File: src/rtl/spi_acl_sequencer.sv
// Register-bus master that configures the SPI block once after reset and then runs
// complete ADXL362 transactions (cmd, addr, data bytes) one byte in flight at a time.
module spi_acl_sequencer #(
    parameter logic [7:0] BASE_ADDRESS = 8'h00,
    parameter logic [7:0] SPCR_INIT    = 8'h50,
    parameter logic [7:0] SPER_INIT    = 8'h00,
    parameter int         POLL_LIMIT   = 255
) (
    input  logic       clk,
    input  logic       reset,
    input  logic       start,
    input  logic [7:0] cmd,
    input  logic [7:0] addr,
    input  logic [3:0] len,
    input  logic [7:0] wdata,
    output logic       busy,
    output logic       done,
    output logic       timeout,
    output logic [7:0] rx_data,
    output logic       rx_valid,
    output logic       cs_n,
    output logic [7:0] port_id,
    output logic [7:0] out_port,
    output logic       write_strobe,
    output logic       read_strobe,
    input  logic [7:0] in_port
);

    localparam logic [7:0] SPCR_ADDR = BASE_ADDRESS;
    localparam logic [7:0] SPER_ADDR = BASE_ADDRESS + 8'd1;
    localparam logic [7:0] SPSR_ADDR = BASE_ADDRESS + 8'd2;
    localparam logic [7:0] SPDR_ADDR = BASE_ADDRESS + 8'd3;
    localparam logic [7:0] POLL_MAX  = 8'(POLL_LIMIT - 1);
    localparam logic [7:0] WRITE_CMD = 8'h0A;

    typedef enum logic [3:0] {
        CFG_SPCR, CFG_SPER, IDLE, SEL, PUSH, POLL, CHK, POP, GET, DESEL
    } state_t;

    state_t     state, state_next;
    logic       cfg_done;
    logic [7:0] cmd_q, addr_q, wdata_q;
    logic [4:0] byte_idx, last_idx;
    logic [7:0] poll_cnt;
    logic [7:0] tx_byte;
    logic [3:0] eff_len;
    logic       accept;

    assign eff_len = (len == 4'd0) ? 4'd1 : len;
    assign accept  = (state == IDLE) && start && cfg_done;

    always_ff @(posedge clk) begin
        if (reset) state <= CFG_SPCR;
        else       state <= state_next;
    end

    always_comb begin
        // NOTE: default first so every path assigns state_next and no latch is inferred.
        state_next = state;
        case (state)
            CFG_SPCR: state_next = CFG_SPER;
            CFG_SPER: state_next = IDLE;
            IDLE:     if (accept) state_next = SEL;
            SEL:      state_next = PUSH;
            PUSH:     state_next = POLL;
            POLL:     state_next = CHK;
            CHK: begin
                if (!in_port[0])            state_next = POP;
                else if (poll_cnt == POLL_MAX) state_next = DESEL;
                else                        state_next = POLL;
            end
            POP:      state_next = GET;
            GET:      state_next = (byte_idx == last_idx) ? DESEL : PUSH;
            DESEL:    state_next = IDLE;
            default:  state_next = CFG_SPCR;
        endcase
    end

    // NOTE: all sequential state uses non-blocking assignments so every register samples pre-edge values.
    always_ff @(posedge clk) begin
        if (reset) begin
            cfg_done <= 1'b0;
            cmd_q    <= '0;
            addr_q   <= '0;
            wdata_q  <= '0;
            byte_idx <= '0;
            last_idx <= '0;
            poll_cnt <= '0;
            timeout  <= 1'b0;
            rx_data  <= '0;
            rx_valid <= 1'b0;
        end else begin
            rx_valid <= 1'b0;
            case (state)
                CFG_SPER: cfg_done <= 1'b1;
                IDLE: if (accept) begin
                    cmd_q    <= cmd;
                    addr_q   <= addr;
                    wdata_q  <= wdata;
                    byte_idx <= '0;
                    last_idx <= 5'(eff_len) + 5'd1;
                    poll_cnt <= '0;
                    timeout  <= 1'b0;
                end
                CHK: if (in_port[0]) begin
                    if (poll_cnt == POLL_MAX) timeout  <= 1'b1;
                    else                      poll_cnt <= poll_cnt + 8'd1;
                end
                GET: begin
                    // Write transactions clock back nothing meaningful during data phases.
                    if (byte_idx >= 5'd2 && cmd_q != WRITE_CMD) begin
                        rx_data  <= in_port;
                        rx_valid <= 1'b1;
                    end
                    byte_idx <= byte_idx + 5'd1;
                    poll_cnt <= '0;
                end
                default: ;
            endcase
        end
    end

    always_comb begin
        tx_byte = (cmd_q == WRITE_CMD) ? wdata_q : 8'h00;
        if (byte_idx == 5'd0)      tx_byte = cmd_q;
        else if (byte_idx == 5'd1) tx_byte = addr_q;
    end

    always_comb begin
        port_id      = 8'h00;
        out_port     = 8'h00;
        write_strobe = 1'b0;
        read_strobe  = 1'b0;
        cs_n         = 1'b0;
        busy         = 1'b1;
        done         = 1'b0;
        case (state)
            CFG_SPCR: begin cs_n = 1'b1; port_id = SPCR_ADDR; out_port = SPCR_INIT; write_strobe = 1'b1; end
            CFG_SPER: begin cs_n = 1'b1; port_id = SPER_ADDR; out_port = SPER_INIT; write_strobe = 1'b1; end
            IDLE:     begin cs_n = 1'b1; busy = 1'b0; end
            PUSH:     begin port_id = SPDR_ADDR; out_port = tx_byte; write_strobe = 1'b1; end
            POLL:     begin port_id = SPSR_ADDR; read_strobe = 1'b1; end
            CHK:      port_id = SPSR_ADDR;
            POP:      begin port_id = SPDR_ADDR; read_strobe = 1'b1; end
            GET:      port_id = SPDR_ADDR;
            DESEL:    begin cs_n = 1'b1; busy = 1'b0; done = 1'b1; end
            default:  ;
        endcase
        // NOTE: bus outputs are forced idle while reset is held so no strobe leaks out of the reset state.
        if (reset) begin
            port_id      = 8'h00;
            out_port     = 8'h00;
            write_strobe = 1'b0;
            read_strobe  = 1'b0;
            cs_n         = 1'b1;
            busy         = 1'b1;
            done         = 1'b0;
        end
    end

endmodule

File: config.mk
export PLATFORM = sky130hd
export DESIGN_NAME = spi_acl_sequencer
export DESIGN_NICKNAME = d
export VERILOG_FILES = /design/src/rtl/spi_acl_sequencer.sv
export SDC_FILE = /design/constraint.sdc
export NUM_CORES = 1
export LEC_CHECK = 0
export CORE_MARGIN = 5
export CORE_UTILIZATION = 37
export DETAILED_ROUTE_END_ITERATION = 16
export PLACE_DENSITY = 0.66
export SLEW_MARGIN = 20
export SYNTH_ARGS = -nofsm -noshare
export SYNTH_HDL_FRONTEND = slang
export SYNTH_SLANG_ARGS = --single-unit
File: constraint.sdc
create_clock -name clk -period 2.7 [get_ports clk]
set_clock_uncertainty 0.2 [all_clocks]
set_input_delay 0.27 -clock clk [delete_from_list [all_inputs] [get_ports clk]]
set_output_delay 0.27 -clock clk [all_outputs]
set_load 0.01 [all_outputs]
# After elaboration in Yosys (flattened, before gate mapping)
# Cells that the tools add are included.
dict set report word_totals {
  reg_bits 57
  inputBits 39
  word_cells 90
}
dict set report op_classes {
  add_sub_neg 3
  order_cmp 1
  n_eq_ne 18
  muxes 34
  bitwise_logic 1
  n_reduce_logical 22
}
# operator count
set ops {}
lappend ops {{two-way mux 8 bit} 8}
lappend ops {{one-hot mux 4 bit (9 select lines)} 1}
lappend ops {{one-hot mux 8 bit (3 select lines)} 1}
lappend ops {{two-way mux 4 bit} 5}
lappend ops {{equality test 4 x 3 -> 1 bit, second input constant} 4}
lappend ops {{one-hot mux 8 bit (2 select lines)} 1}
lappend ops {{two-way mux 1 bit} 14}
lappend ops {{one-hot mux 5 bit (2 select lines)} 1}
lappend ops {{OR reduction 2 bit} 5}
lappend ops {{adder 8 x 1 -> 8 bit, second input constant} 1}
lappend ops {{equality test 4 x 2 -> 1 bit, second input constant} 2}
lappend ops {{equality test 4 bit, second input constant} 2}
lappend ops {{equality test 8 x 4 -> 1 bit, second input constant} 1}
lappend ops {{equality test 8 bit, second input constant} 1}
lappend ops {{logical NOT 4 bit} 2}
lappend ops {{!= test 2 bit, second input constant} 4}
lappend ops {{!= test 8 x 4 -> 1 bit, second input constant} 1}
lappend ops {{AND reduction 4 bit} 2}
lappend ops {{one-hot mux 2 bit (3 select lines)} 1}
lappend ops {{AND reduction 2 bit} 3}
lappend ops {{OR reduction 3 bit} 2}
lappend ops {{adder 4 x 1 -> 5 bit, second input constant} 1}
lappend ops {{adder 5 x 1 -> 5 bit, second input constant} 1}
lappend ops {{equality test 5 x 1 -> 1 bit, second input constant} 1}
lappend ops {{other kinds (11)} 14}

# Logic depth before layout (Yosys ltp)
# Gate-level depths: netlist of the first run.
dict set report logic_depth {
  ltp_word 6
  depth_mapped 7
  mapped_depth_nobuf 7
}

# Worst setup path after synthesis of the first run
# Ideal clock, no wire load.
dict set report synth_path {
  kind {flip-flop to output port}
  startpoint {register byte_idx[1]}
  endpoint {output out_port[0]}
  arrival_ns 1.716
  path_slack_ns 0.514
  path_stages_with_launch 8
  cell_sequence {dfxtp_1 > inv_1 > ha_1 > and2_1 > clkbuf_1 > nor2_1 > a221oi_1 > nor3_1}
}
dict set report synth_via {
  elab_chain_len 5
  elab_cells_between_ends 6
  cone_classes {1 x eq/ne; 4 x mux; 1 x reduce/logical}
}
# element line
set synth_rtl {}
lappend synth_rtl {{from (decl)} 43} ;# logic [4:0] byte_idx, last_idx;
lappend synth_rtl {{from (signal assigned)} 115} ;# byte_idx <= byte_idx + 5'd1;
lappend synth_rtl {{equality test 5 x 1 -> 1 bit} 126} ;# else if (byte_idx == 5'd1) tx_byte = addr_q;
lappend synth_rtl {{two-way mux 8 bit} 126}
lappend synth_rtl {{two-way mux 8 bit (*)} 125} ;# if (byte_idx == 5'd0) tx_byte = cmd_q;
lappend synth_rtl {{one-hot mux 8 bit (2 select lines) (*)} 137} ;# case (state)
lappend synth_rtl {{two-way mux 8 bit (*)} 150} ;# if (reset) begin
lappend synth_rtl {{to (decl)} 23} ;# output logic [7:0] out_port,
# Every way passes the cells marked *; elsewhere a longest branch is shown, timed or not.

# Final worst setup path of the first run
dict set report layout_path {
  startpoint {register state[0]}
  endpoint {output port_id[1]}
}
dict set report layout_via {
  elab_chain_len 4
  elab_cells_between_ends 10
  cone_classes {6 x eq/ne; 2 x mux; 2 x reduce/logical}
}
# element line
set layout_rtl {}
lappend layout_rtl {{from (decl)} 40} ;# state_t state, state_next;
lappend layout_rtl {{from (signal assigned)} 54} ;# else state <= state_next;
lappend layout_rtl {{equality test 4 x 3 -> 1 bit / equality test 4 bit (equally long branches)} 137}
lappend layout_rtl {{OR reduction 3 bit (no line) / OR reduction 2 bit (equally long branches)} -}
lappend layout_rtl {{one-hot mux 2 bit (3 select lines) (*)} 137}
lappend layout_rtl {{two-way mux 8 bit (*)} 150}
lappend layout_rtl {{to (decl)} 22} ;# output logic [7:0] port_id,
# Marks and branches as above.

==> impl_results.md, run 1 <==
* Total Neg Setup Slack at 0 ns
* Sequential power share at 41.4%
* Mean post-synth cell area at slightly below 8 um^2
* # diodes at 0
* CTS Root Cell: clkbuf_8
* IO buf count at between 60 and 70
* Max Fclk at about 400 MHz
* Skew-Pair Late Insertion Delay at 0.34 ns
* R2R cell count at 8
* Worst hold start: reset
* Total global routing overflow at 0
* Yosys warning count at 0
* Pwr dens at around 570 nW/um^2
* Antenna Nets Post-Route at 0
* CP startpoint kind: flip-flop
* Clock power share at between 30% and 40%
* Crit Path Category: reg2out
* Drt via density at 5.01
* Post-synth EDFFs at 0
* Routability cong. at 0.853
* CTS Buffer Depth at 2
* Die outline area at just under 10,000 um^2
* IO Pins at 70
* Hold depth at 2
* Commonest cells after routing, fill and taps aside: nand2_1 (63), dfxtp_1 (54), clkdlybuf4s50_1 (54), nor2_1 (46), a21oi_1 (45)
* DR vias at 2,714
* Netlist cell types at between 40 and 50
* WP data required at between 2 and 2.5 ns
* Final wirelength at about 7300 um
* Core area at approximately 7700 um^2
* Switching pwr at a little over 600 uW
* Final Util at 51.2%
* Outcome: completed
* Final Hold Vio Count at 0
* Area after DPL at between 3000 and 4000 um^2
* Antenna violations before repair at 0
* Critical Path AT at 2.09 ns
* Post-Syn Instances at 367
* Area delta synth->final at 35.8%
* DR WL/cell at 13.5 um
* Synth Register Bits at 57
* Post-route cell area at 3930 um^2
* CTS clk-pin slew, worst paths at 0.07 ns
* Number of buffers created by CTS at 9
* RSZ-0062 raised after global routing: no
* CTS tree: yes
* 1st-pass router iterations at 4
* Share of cells above drive strength 1 at a little over an eighth
* Largest net degree at the start of global routing at 27
* Comb power frac at between 10% and 20%
* Slew Limit Fails at 0
* LEAKAGE at 0.00153 uW
* Async SR Flop Fraction at 0%
* R2R setup slack at 0.66 ns
* Final Setup Violations at 0
* Final net count at 480
* Setup crit end kind: output pin
* Worst Hold End: rx_data[7]$_SDFFE_PP0P_
* Cell internal pwr at 1610 uW
* TritonCTS sink count at 57
* Worst min-delay path class: in2reg
* Vias in the first global route at 2,581
* Maximum vdd drop at 0.272 mV
* Commonest non-fill, non-tap cell in the layout: nand2_1
* Hold_ws at 0.0706 ns
* Initial Util at 37.7%
* Final HPWL DP at 5350 um
* Final Cycle Share at 95.0%
* R2r endpoint: rx_data[4]$_SDFFE_PP0P_
* Cell Rows at 32
* Die X-Extent at approximately 100 um
* Reg2reg start: state[3]$_SDFFE_PP0P_
* Net Sw Frac at 27.8%
* Drc violations at 0
* Slew headroom at ~62%
* GRT Total Usage at 15.2%
* H-tree Lvls at 3
* Crit Path Max Fanout at 14
* Min Clock Period, post-route at between 2 and 3 ns
* Worst-margin pin slew at 0.566 ns
* Sequential area share after synthesis at between 30% and 40%
* Most common flop cell mapped by yosys: dfxtp_1
* Hold-fix buffers, CTS at 0
* Mapped cell area at 2900 um^2
* Die H at 98.5 um
* 1st-iter DRT viols at 89
* First-pass GRT wire length at between 10,000 and 15,000 um
* Max cap viols at 0
## worst max-delay path by stage
stage / from / to / cells past startpoint
final: state[0]$_SDFFE_PP0P_ / port_id[1] / 4
after global routing: state[0]$_SDFFE_PP0P_ / port_id[1] / 4
after CTS: cmd_q[7]$_SDFFE_PP0P_ / out_port[4] / 7
after detailed placement: cmd_q[4]$_SDFFE_PP0P_ / out_port[0] / 6
after global placement: cmd_q[7]$_SDFFE_PP0P_ / out_port[0] / 6
after floorplan: byte_idx[1]$_SDFFE_PP0P_ / out_port[0] / 7
## power by group through the flow
stage | Clock [uW] | Combinational (uW) | Sequential [uW]
floorplan | 0 | 271 | 913
global placement | 0 | 410 | 935
detailed placement | 0 | 413 | 936
CTS | 909 | 418 | 918
global route | 943 | 467 | 929
finish | 888 | 417 | 924
## synth_stat cells (4+ instances only)
| cell | count | area [um^2] |
|---|---|---|
| a21oi_1 | 45 | 225 |
| ha_1 | 6 | 75.1 |
| nand3_1 | 11 | 55.1 |
| inv_1 | 10 | 37.5 |
| nand2_1 | 64 | 240 |
| nor3_1 | 15 | 75.1 |
| xor2_1 | 6 | 52.6 |
| nor2_1 | 48 | 180 |
| buf_4 | 7 | 52.6 |
| mux2i_1 | 11 | 110 |
| nand4_1 | 4 | 25.0 |
| xnor2_1 | 6 | 52.6 |
| a221oi_1 | 6 | 52.6 |
| o21ai_0 | 9 | 45.0 |
| clkbuf_1 | 17 | 63.8 |
| dfxtp_1 | 57 | 1140 |
## flip-flops by register name (all words and copies together) (netlist names), 4 cells and up
signal and count:
cmd_q 8, rx_data 8, last_idx 5, addr_q 8, poll_cnt 8, wdata_q 8, byte_idx 5, state 4
## cell families after synthesis
family,Yosys count,synth area share [%]
compound gates,80,19.1
xor+xnor,12,3.63
fa+ha+maj,6,2.59
buf+inv,38,6.22
flops,57,39.4
mux,11,3.80
other cells,1,0.129
simple gates,162,25.2
## critical path, cell delays in order (launching register included)
cell and delay [ns]:
dfxtp_1 0.31, buf_4 0.19, or4b_1 0.51, a21oi_1 0.18, clkdlybuf4s50_1 0.57
## stage by stage
step	total power, uW	setup WS (ns)	cells
after floorplan	1180	0.514	372
after global placement	1350	0.107	522
after detailed placement	1350	0.0281	522
after CTS	2240	0.00782	542
after global routing	2340	0.0194	542
final	2230	0.136	542
## repair_timing
item,CTS,global route
resized for setup,11,11
buffers inserted,4,0
pin swaps,1,2
setup endpoints to repair,8,8
## layer usage
metal	wire (um)	GRT usage (%)	up-vias
met3	435	5.38	14
met1	3400	19.0	1226
met4	148	4.52	0
met5	0	0	-
met2	3310	24.8	84
li1	-	-	1390
## cell type report
type | count | area [um^2]
fillers | 757 | 3750
multi-input cells | 277 | 1650
flip-flops and latches | 57 | 1150
repair buffers | 80 | 754
clock buffers | 11 | 141
well taps | 102 | 128
clock inverters | 5 | 78.8
inverters | 10 | 37.5
Power figures use the tool's default switching activity.
==> run 2, diff against run 1 <==
--- a/config.mk
+++ b/config.mk
@@ -8,7 +8,8 @@
 export CORE_MARGIN = 5
 export CORE_UTILIZATION = 37
 export DETAILED_ROUTE_END_ITERATION = 16
-export PLACE_DENSITY = 0.66
+export DONT_BUFFER_PORTS = 1
+export PLACE_DENSITY = 0.54
 export SLEW_MARGIN = 20
 export SYNTH_ARGS = -nofsm -noshare
 export SYNTH_HDL_FRONTEND = slang
==> impl_results.md, run 2 (same netlist as run 1, synthesis figures left out) <==
* Crit Path Category: reg2out
* Fin cells at 509
* Cell Rows at 32
* Total global routing overflow at 0
* Critical Path AT at 2.05 ns
* CTS Buffer Depth at 2
* Die H at 98.5 um
* GRT Total Usage at ~16%
* Share of cells above drive strength 1 at a little under a tenth
* R2R setup slack at 0.40 ns
* WP data required at 2.23 ns
* Max cap viols at 0
* Post-CTS setup buffers at 0
* Setup crit end kind: output pin
* Skew-Pair Late Insertion Delay at 0.34 ns
* Pwr dens at 546 nW/um^2
* Max Fclk at 397 MHz
* Slew headroom at 58.0%
* # diodes at 0
* Final Worst Setup Slack at 0.182 ns
* Drc violations at 0
* CTS clk-pin slew, worst paths at 0.06 ns
* Min Clock Period, post-route at 2.52 ns
* 1st-iter DRT viols at 82
* Maximum vdd drop at 0.269 mV
* Routability cong. at 0.798
* Final Setup Violations at 0
* Number of buffers created by CTS at 9
* Outcome: completed
* IO Pins at 70
* Final HPWL DP at 5020 um
* 1st-pass router iterations at 4
* Commonest non-fill, non-tap cell in the layout: nand2_1
* Worst min-delay path class: in2reg
* Largest net degree at the start of global routing at 50
* CTS tree: yes
* Final Cycle Share at 93.3%
* Worst-margin pin slew at 0.629 ns
* RSZ-0062 raised after global routing: yes
* Die outline area at 9700 um^2
* IO buf count at 0
* CP startpoint kind: flip-flop
* DP Cell Count at approximately 460
* Total Neg Setup Slack at 0 ns
* DR vias at about 2.5k
* H-tree Lvls at 3
* Slew Limit Fails at 0
* CTS Root Cell: clkbuf_8
* Antenna Nets Post-Route at 0
* LEAKAGE at 0.00130 uW
* First-pass GRT wire length at around 12,000 um
* Final Hold Vio Count at 0
* Pre-CTS WS at just over 0.5 ns
* Crit Path Max Fanout at 11
* Area delta synth->final at 21.6%
* Drt via density at 5.00
* Initial Util at 37.7%
* Antenna violations before repair at 0
* TritonCTS sink count at 57
* Final wirelength at just over 7000 um
* Die X-Extent at 98.5 um
* DR WL/cell at roughly 14 um
* Core area at 7690 um^2
* Commonest cells after routing, fill and taps aside: nand2_1 (64), dfxtp_1 (57), nor2_1 (47), a21oi_1 (45), dlygate4sd3_1 (36)
* Vias in the first global route at roughly 2.5k
* Final net count at between 400 and 500
-- run 2: area by class of cell --
| cell class | count | area, um^2 |
|---|---|---|
| tap | 102 | 128 |
| sequential | 57 | 1140 |
| clock inverter | 4 | 20.0 |
| fill | 757 | 4170 |
| clock buffer | 12 | 135 |
| multi-input combinational | 277 | 1610 |
| timing repair buffer | 47 | 455 |
| inverter | 10 | 37.5 |
-- run 2: through the flow --
stage | utilization [%] | total power [uW] | instance area, um^2 | hold slack [ns]
finish | 45.8 | 1920 | 3520 | 0.0400
global placement | 38.8 | 1230 | 2990 | 0.148
CTS | 45.8 | 1950 | 3520 | 0.0111
floorplan | - | 1180 | 2920 | 0.206
global route | 45.8 | 2030 | 3520 | 0.0474
detailed placement | 38.8 | 1240 | 2990 | 0.153
-- run 2: repair_timing --
item / 4_1_cts / 5_1_grt
endpoints found under the setup margin: 0 / 5
gates resized for setup: 0 / 1
hold buffers: 37 / 0
hold endpoints to repair: 48 / 0
-- run 2: power breakdown --
group          switching (uW)  internal, uW  leakage, uW
logic                     211           141     0.000759
registers                49.3           873     0.000460
clock network             321           327    0.0000839
-- run 2: worst max-delay path: stages, from the launching register on --
cell,delay [ns]
dfxtp_1,0.40
or2_2,0.38
nor3_1,0.23
nand2_1,0.23
nor3_1,0.47
-- run 2: routing by layer --
metal,GRT usage (%),routed length (um),vias up
met3,5.52,474,9
met4,4.10,87,0
met2,25.6,3470,65
met5,0,0,-
li1,-,-,1319
met1,19.5,3230,1153
-- run 2: worst paths after layout --
| path | start | to | depth (start not counted) |
|---|---|---|---|
| min reg2reg | wdata_q[4]$_SDFFE_PP0P_ | wdata_q[4]$_SDFFE_PP0P_ | 2 |
| max reg2reg | state[1]$_SDFFE_PP0P_ | last_idx[1]$_SDFFE_PP0P_ | 6 |
| max | state[3]$_SDFFE_PP0P_ | out_port[7] | 4 |
| min | len[2] | last_idx[4]$_SDFFE_PP0P_ | 3 |
